## config.mk

```make
export PLATFORM = sky130hd
export DESIGN_NAME = fifo_ptr_ctrl
export DESIGN_NICKNAME = d
export VERILOG_FILES = /design/src/rtl/fifo_ctrl_pkg.sv /design/src/rtl/fifo_ptr_cnt.sv /design/src/rtl/fifo_ptr_ctrl.sv
export SDC_FILE = /design/constraint.sdc
export NUM_CORES = 1
export LEC_CHECK = 0
export ABC_AREA = 1
export ABC_CLOCK_PERIOD_IN_PS = 4080
export CAP_MARGIN = 0
export CORE_UTILIZATION = 52
export DETAILED_ROUTE_END_ITERATION = 10
export PLACE_DENSITY = 0.9
export SYNTH_ARGS = -nofsm -noshare
export SYNTH_HDL_FRONTEND = slang
export SYNTH_SLANG_ARGS = --single-unit
export TNS_END_PERCENT = 20
```

## constraint.sdc

```tcl
create_clock -name clk -period 4.08 [get_ports clk]
set_input_delay 0.816 -clock clk [delete_from_list [all_inputs] [get_ports clk]]
set_output_delay 0.816 -clock clk [all_outputs]
set_load 0.01 [all_outputs]
```

## src/rtl/fifo_ctrl_pkg.sv

```systemverilog
// Shared FIFO control types: occupancy state of the pointer controller.
package fifo_ctrl_pkg;
  typedef enum logic [1:0] {
    EMPTY   = 2'd0,
    PARTIAL = 2'd1,
    FULL    = 2'd2
  } fifoState_t;
endpackage

```

## src/rtl/fifo_ptr_cnt.sv

```systemverilog
// ADDR_W-bit wrap counter; natural binary wrap since DEPTH is a power of two.
module fifo_ptr_cnt #(
  parameter int ADDR_W = 3
) (
  input  logic              clk,
  input  logic              n_rst,
  input  logic              en,
  input  logic              clr,
  output logic [ADDR_W-1:0] ptr
);
  always_ff @(posedge clk or negedge n_rst) begin
    if (!n_rst)   ptr <= '0;
    else if (clr) ptr <= '0;
    else if (en)  ptr <= ptr + ADDR_W'(1);
  end
endmodule

```

## src/rtl/fifo_ptr_ctrl.sv

```systemverilog
// FIFO pointer/occupancy controller for an external register file,
// with overwrite-on-full, synchronous flush and sticky error flags.
module fifo_ptr_ctrl
  import fifo_ctrl_pkg::*;
#(
  parameter int DEPTH     = 8,
  parameter int ADDR_W    = 3,
  parameter int AF_THRESH = 6
) (
  input  logic              clk,
  input  logic              n_rst,
  input  logic              push,
  input  logic              pop,
  input  logic              clear,
  input  logic              overwrite_en,
  output logic              wEnable,
  output logic [ADDR_W-1:0] wptr,
  output logic [ADDR_W-1:0] rptr,
  output logic [ADDR_W:0]   count,
  output logic              empty,
  output logic              full,
  output logic              almost_full,
  output logic              overrun,
  output logic              underrun
);
  localparam logic [ADDR_W:0] DEPTH_C = (ADDR_W+1)'(DEPTH);
  localparam logic [ADDR_W:0] AF_C    = (ADDR_W+1)'(AF_THRESH);

  fifoState_t      state, stateNxt;
  logic [ADDR_W:0] countNxt;
  logic            pushAcc, popAcc, rdAdv;
  logic            ovrNxt, undNxt, emptyNxt, fullNxt, afNxt;

  always_comb begin
    pushAcc  = push && ((state != FULL) || pop || overwrite_en);
    popAcc   = pop && (state != EMPTY);
    // Overwrite on full retires the oldest entry, so rptr moves with wptr.
    rdAdv    = popAcc || (pushAcc && (state == FULL) && !pop);
    wEnable  = pushAcc && !clear && n_rst;
    countNxt = count;
    ovrNxt   = overrun;
    undNxt   = underrun;
    if (clear) begin
      countNxt = '0;
      ovrNxt   = 1'b0;
      undNxt   = 1'b0;
    end else begin
      if (pushAcc && !rdAdv)      countNxt = count + (ADDR_W+1)'(1);
      else if (rdAdv && !pushAcc) countNxt = count - (ADDR_W+1)'(1);
      if (push && (state == FULL) && !pop) ovrNxt = 1'b1;
      if (pop && (state == EMPTY))         undNxt = 1'b1;
    end
    if (countNxt == '0)          stateNxt = EMPTY;
    else if (countNxt == DEPTH_C) stateNxt = FULL;
    else                          stateNxt = PARTIAL;
    emptyNxt = (countNxt == '0);
    fullNxt  = (countNxt == DEPTH_C);
    afNxt    = (countNxt >= AF_C);
  end

  always_ff @(posedge clk or negedge n_rst) begin
    if (!n_rst) begin
      state       <= EMPTY;
      count       <= '0;
      empty       <= 1'b1;
      full        <= 1'b0;
      almost_full <= 1'b0;
      overrun     <= 1'b0;
      underrun    <= 1'b0;
    end else begin
      state       <= stateNxt;
      count       <= countNxt;
      empty       <= emptyNxt;
      full        <= fullNxt;
      almost_full <= afNxt;
      overrun     <= ovrNxt;
      underrun    <= undNxt;
    end
  end

  fifo_ptr_cnt #(.ADDR_W(ADDR_W)) uWptr (
    .clk(clk), .n_rst(n_rst), .en(pushAcc), .clr(clear), .ptr(wptr)
  );

  fifo_ptr_cnt #(.ADDR_W(ADDR_W)) uRptr (
    .clk(clk), .n_rst(n_rst), .en(rdAdv), .clr(clear), .ptr(rptr)
  );
endmodule

```

# Word level (Yosys, flattened, before mapping)
# Index checks and enable logic that the tools add are counted.
[classes] muxes=13 n_eq_ne=3 add_sub_neg=4 magnitude_cmp=1 n_reduce_logical=25
[op_table] operator="2-to-1 mux 3 bit" n=4
[op_table] operator="2-to-1 mux 4 bit" n=3
[op_table] operator="logical AND 1 bit" n=11
[op_table] operator="nonzero test 2 bit" n=5
[op_table] operator="adder 3 x 1 -> 3 bit (second input constant)" n=2
[op_table] operator="adder 4 x 1 -> 4 bit (second input constant)" n=1
[op_table] operator="equality test 4 bit (second input constant)" n=1
[op_table] operator=">= comparator 4 x 3 -> 1 bit (second input constant)" n=1
[op_table] operator="zero test 1 bit" n=4
[op_table] operator="zero test 4 bit" n=1
[op_table] operator="2-to-1 mux 1 bit" n=4
[op_table] operator="2-to-1 mux 2 bit" n=2
[op_table] operator="subtractor 4 x 1 -> 4 bit (second input constant)" n=1
[op_table] operator="logical OR 1 bit" n=3
[op_table] operator="equality test 2 bit (second input constant)" n=1
[op_table] operator="zero test 2 bit" n=1
[op_table] operator="inequality test 2 bit (second input constant)" n=1
[totals] ff_bits=17 input_bits=6 elab_cells=55 out_inout_bits=16

# Depth between registers and ports, before layout
[logic_depth] word_depth=14 ltp_mapped=10 ltp_nobuf=10

# Modules after synthesis
# Synthesis repeated with hierarchy kept, for this count alone.
[hier_totals] hier_cells=117 hier_area_um2=963.4
[modules_own_cells] mod="fifo_ptr_ctrl" area_each_um2=678.2 seq_area_each_um2=276.5 instances=1 cells_per_inst=83
[modules_own_cells] mod="fifo_ptr_cnt" area_each_um2=142.6 seq_area_each_um2=75.1 instances=2 cells_per_inst=17

# Least setup slack after synthesis
# Ideal clock, no wire load.
[synth_timing] path_type="in2out" from="in pop" to="out wEnable" path_slack_ns=1.910 path_buffers=0 cell_stages=6 required_time_ns=3.264 t_arrival_ns=1.354 cell_sequence="nor2_2 > nand3_2 > nand2_4 > inv_1 > nand2_1 > nor2_1"
[synth_between] elab_chain_len=5
[synth_lines] element="from (decl)" line_no="fifo_ptr_ctrl.sv:13" source="input logic pop,"
[synth_lines] element="logical OR 1 bit (2 in a row)" line_no="fifo_ptr_ctrl.sv:35" source="pushAcc = push && ((state != FULL) || pop || overwrite_en);"
[synth_lines] element="logical AND 1 bit" line_no="fifo_ptr_ctrl.sv:35"
[synth_lines] element="logical AND 1 bit (2 in a row)" line_no="fifo_ptr_ctrl.sv:39" source="wEnable = pushAcc && !clear && n_rst;"
[synth_lines] element="to (decl)" line_no="fifo_ptr_ctrl.sv:16" source="output logic wEnable,"
# No other way between the ends.

# Worst setup path in the final report
# Same ends and word-level chain as after synthesis.

==> impl_metrics.toml <==
[logic_synthesis]
avgSynthCellArea_um2 = 8.334
syn_nets = 122
yosys_warnings = 0
synth_area_um2 = 933.4
ys_ff_latch = 17
netlist_instances = 112
netlist-cell-type-count = 24
yosysSeqAreaShare_pct = 45.71

[clock_network]
root_buffer = "clkbuf_4"
cts_resized = 0
clockBufferDepth = 2
hold_buffers = 0
cts_buffers = 3
insertion_delay_ns = 0.29
postCtsSetupRepairBufs = 0
cts_tree = "built"
clkTransAtPathRegs_ns = 0.08
cts_sinks = 17
cts_max_level = 1

[floorplanning]
die_x_um = 44.37
core-area_um2 = 1594
core.rowCount = 14
initial_core_util_pct = 58.56
fp.dieH_um = 44.37
dieArea_um2 = 1968
num_io_pins = 22

[drt]
first_iter_violations = 24
drtPass1Iterations = 4
routedWlPerCell_um = 12.90
num_vias = 850
antenna_left = 0
drc_errors = 0
post_drt_via_cell_ratio = 5.247
routed_wl_um = 2089

[pwr]
clock_power_share_pct = 16.8
p_seq_share_pct = 43.9
p_int_mw = 0.3273
p_per_area_nw_per_um2 = 424.8
comb_power_share_pct = 39.4
leakage_nw = 0.6151
ir_worst_vdd_v = 0.0002863
switchingPower_mw = 0.1856
p_sw_share_pct = 36.18

[place]
portBuffers = 21
gp_congestion = 0.9282
hpwl_um = 1601
dpl.cell_count = 158

[timing]
fin_crit_sh_pct = 79.65
tns_ns = 0
max_freq_mhz = 307.7
final-setup-viol-count = 0
slew-limit-headroom_pct = 81.14
worst_pin_slew_ns = 0.2821
clock_skew_ns = 0.005199
hold_viol_final = 0
rsz0062_at_grt = "no"
holdWs_ns = 0.4740
fin_crit_ns = 3.250
drv_slew = 0

[min_path]
hp-class = "reg2reg"
holdPathStages = 1

[critical_path]
crit_fanout = 7
critical_path_class = "in2out"
cp-end-kind = "output pin"
required_ns = 3.26
critical_path.startpoint_type = "input port"
arrival_ns = 2.43
rr_worst_depth = 7

[status]
status = "completed"

[run]
cap_violations = 0

[final_layout]
synthToLayoutAreaGrowth_pct = 29.36
finalNetCount = 149
drive_gt1_share_pct = 13.04
finalNonFillerCells = 162
diodes = 0

[global_routing]
grt_pass1_wl_um = 3284
antenna_found_initial = 0
grt_use_total_pct = 23.79
grt_pass1_vias = 785
grt-ovfl-total = 0
grt_max_degree = 19
[registers in the layout, indices dropped and copies added (netlist names)]
register,cells
overrun,1
almost_full,1
empty,1
uRptr.ptr,3
uWptr.ptr,3
state,2
full,1
count,4
underrun,1
[worst max-delay path, stage by stage]
cell and delay, ns:
clkdlybuf4s50_1 0.53, nor2_2 0.08, nand3_2 0.10, nand2_4 0.09
inv_1 0.11, nand2_1 0.07, nor2_1 0.10, clkdlybuf4s50_1 0.54
[layout make-up]
| type | count | area [µm²] |
|---|---|---|
| clock buffers | 4 | 26.28 |
| multi-input cells | 78 | 442.9 |
| fillers | 111 | 386.6 |
| flip-flops and latches | 17 | 426.7 |
| well taps | 24 | 30.03 |
| inverters | 17 | 63.81 |
| repair buffers | 22 | 217.7 |
[cells by family (layout without fill, tap and decap cells)]
family | after synthesis | count (layout) | share of synthesized area (%)
and+or+nand+nor | 59 | 59 | 32.17
AOI/OAI and AO/OA | 12 | 12 | 7.104
DFF | 17 | 17 | 45.71
adders and majority gates | 4 | 4 | 5.362
xor gates and xnor gates | 3 | 3 | 2.816
buffers and inverters | 17 | 43 | 6.836
[power by group through the flow]
stage | Clock [mW] | Combinational, mW | Sequential [mW]
6_report | 0.0860 | 0.202 | 0.225
5_1_grt | 0.0962 | 0.223 | 0.229
4_1_cts | 0.0893 | 0.201 | 0.225
3_5_place_dp | 0 | 0.200 | 0.228
3_3_place_gp | 0 | 0.192 | 0.226
2_1_floorplan | 0 | 0.109 | 0.234
[worst paths after layout]
kind / startpoint / end / slack (ns)
min in group asynchronous: n_rst / full / 0.85
hold reg to reg: uWptr.ptr[2] / uWptr.ptr[2] / 0.47
setup reg to reg: state[1] / full / 2.49
max in group asynchronous: n_rst / empty / 2.97
hold / removal: uWptr.ptr[2] / uWptr.ptr[2] / 0.47
setup / recovery: pop / wEnable / 0.83
[cell usage after synthesis]
| library cell | number | area share, % |
|---|---|---|
| nand2_1 | 20 | 8.0 |
| dfrtp_1 | 16 | 43 |
| inv_1 | 16 | 6.4 |
| nor2_1 | 13 | 5.2 |
| nand3_1 | 11 | 5.9 |
| a21oi_1 | 6 | 3.2 |
| ha_1 | 4 | 5.4 |
| nand2_2 | 3 | 2.0 |
| nand3_2 | 3 | 3.2 |
| o21ai_0 | 3 | 1.6 |
| nand2_4 | 2 | 2.4 |
| nor2_2 | 2 | 1.3 |
| xnor2_1 | 2 | 1.9 |
| a211oi_1 | 1 | 0.80 |
| and3_1 | 1 | 0.67 |
| dfstp_2 | 1 | 2.8 |
| inv_2 | 1 | 0.40 |
| nand3b_1 | 1 | 0.80 |
| nand4_1 | 1 | 0.67 |
| nand4_2 | 1 | 1.3 |
| nor3_1 | 1 | 0.54 |
| o21ai_1 | 1 | 0.54 |
| o21ai_2 | 1 | 0.94 |
| xor2_1 | 1 | 0.94 |
[layer usage]
| layer | GRT usage [%] | part of all wire, % | vias up |
|---|---|---|---|
| met5 | 0 | 0 | - |
| met3 | 9.388 | 5.1 | 6 |
| met4 | 6.667 | 0.86 | 0 |
| li1 | - | - | 412 |
| met1 | 26.13 | 41 | 404 |
| met2 | 42.35 | 53 | 28 |
[layout by cell type, fill, tap and decap left out, drive strengths merged]
cell type and n:
nand2 25, clkdlybuf4s50 21, inv 17, dfrtp 16
nor2 15, nand3 14, a21oi 6, o21ai 5
ha 4, clkbuf 4, xnor2 2, nand4 2
nand3b 1, xor2 1, a211oi 1, and3 1
nor3 1, dfstp 1, buf 1
[through the flow]
step / setup slack, ns / power (mW) / utilization, % / cell area [µm²]
3_3_place_gp: 0.8849 / 0.4179 / 74.10 / 1181
5_1_grt: 0.7466 / 0.5477 / 75.75 / 1207
4_1_cts: 0.8268 / 0.5150 / 75.75 / 1207
6_report: 0.8302 / 0.5129 / 75.75 / 1207
2_1_floorplan: 1.910 / 0.3433 / - / 933.4
3_5_place_dp: 0.8344 / 0.4281 / 74.10 / 1181
Power figures use the tool's default switching activity.
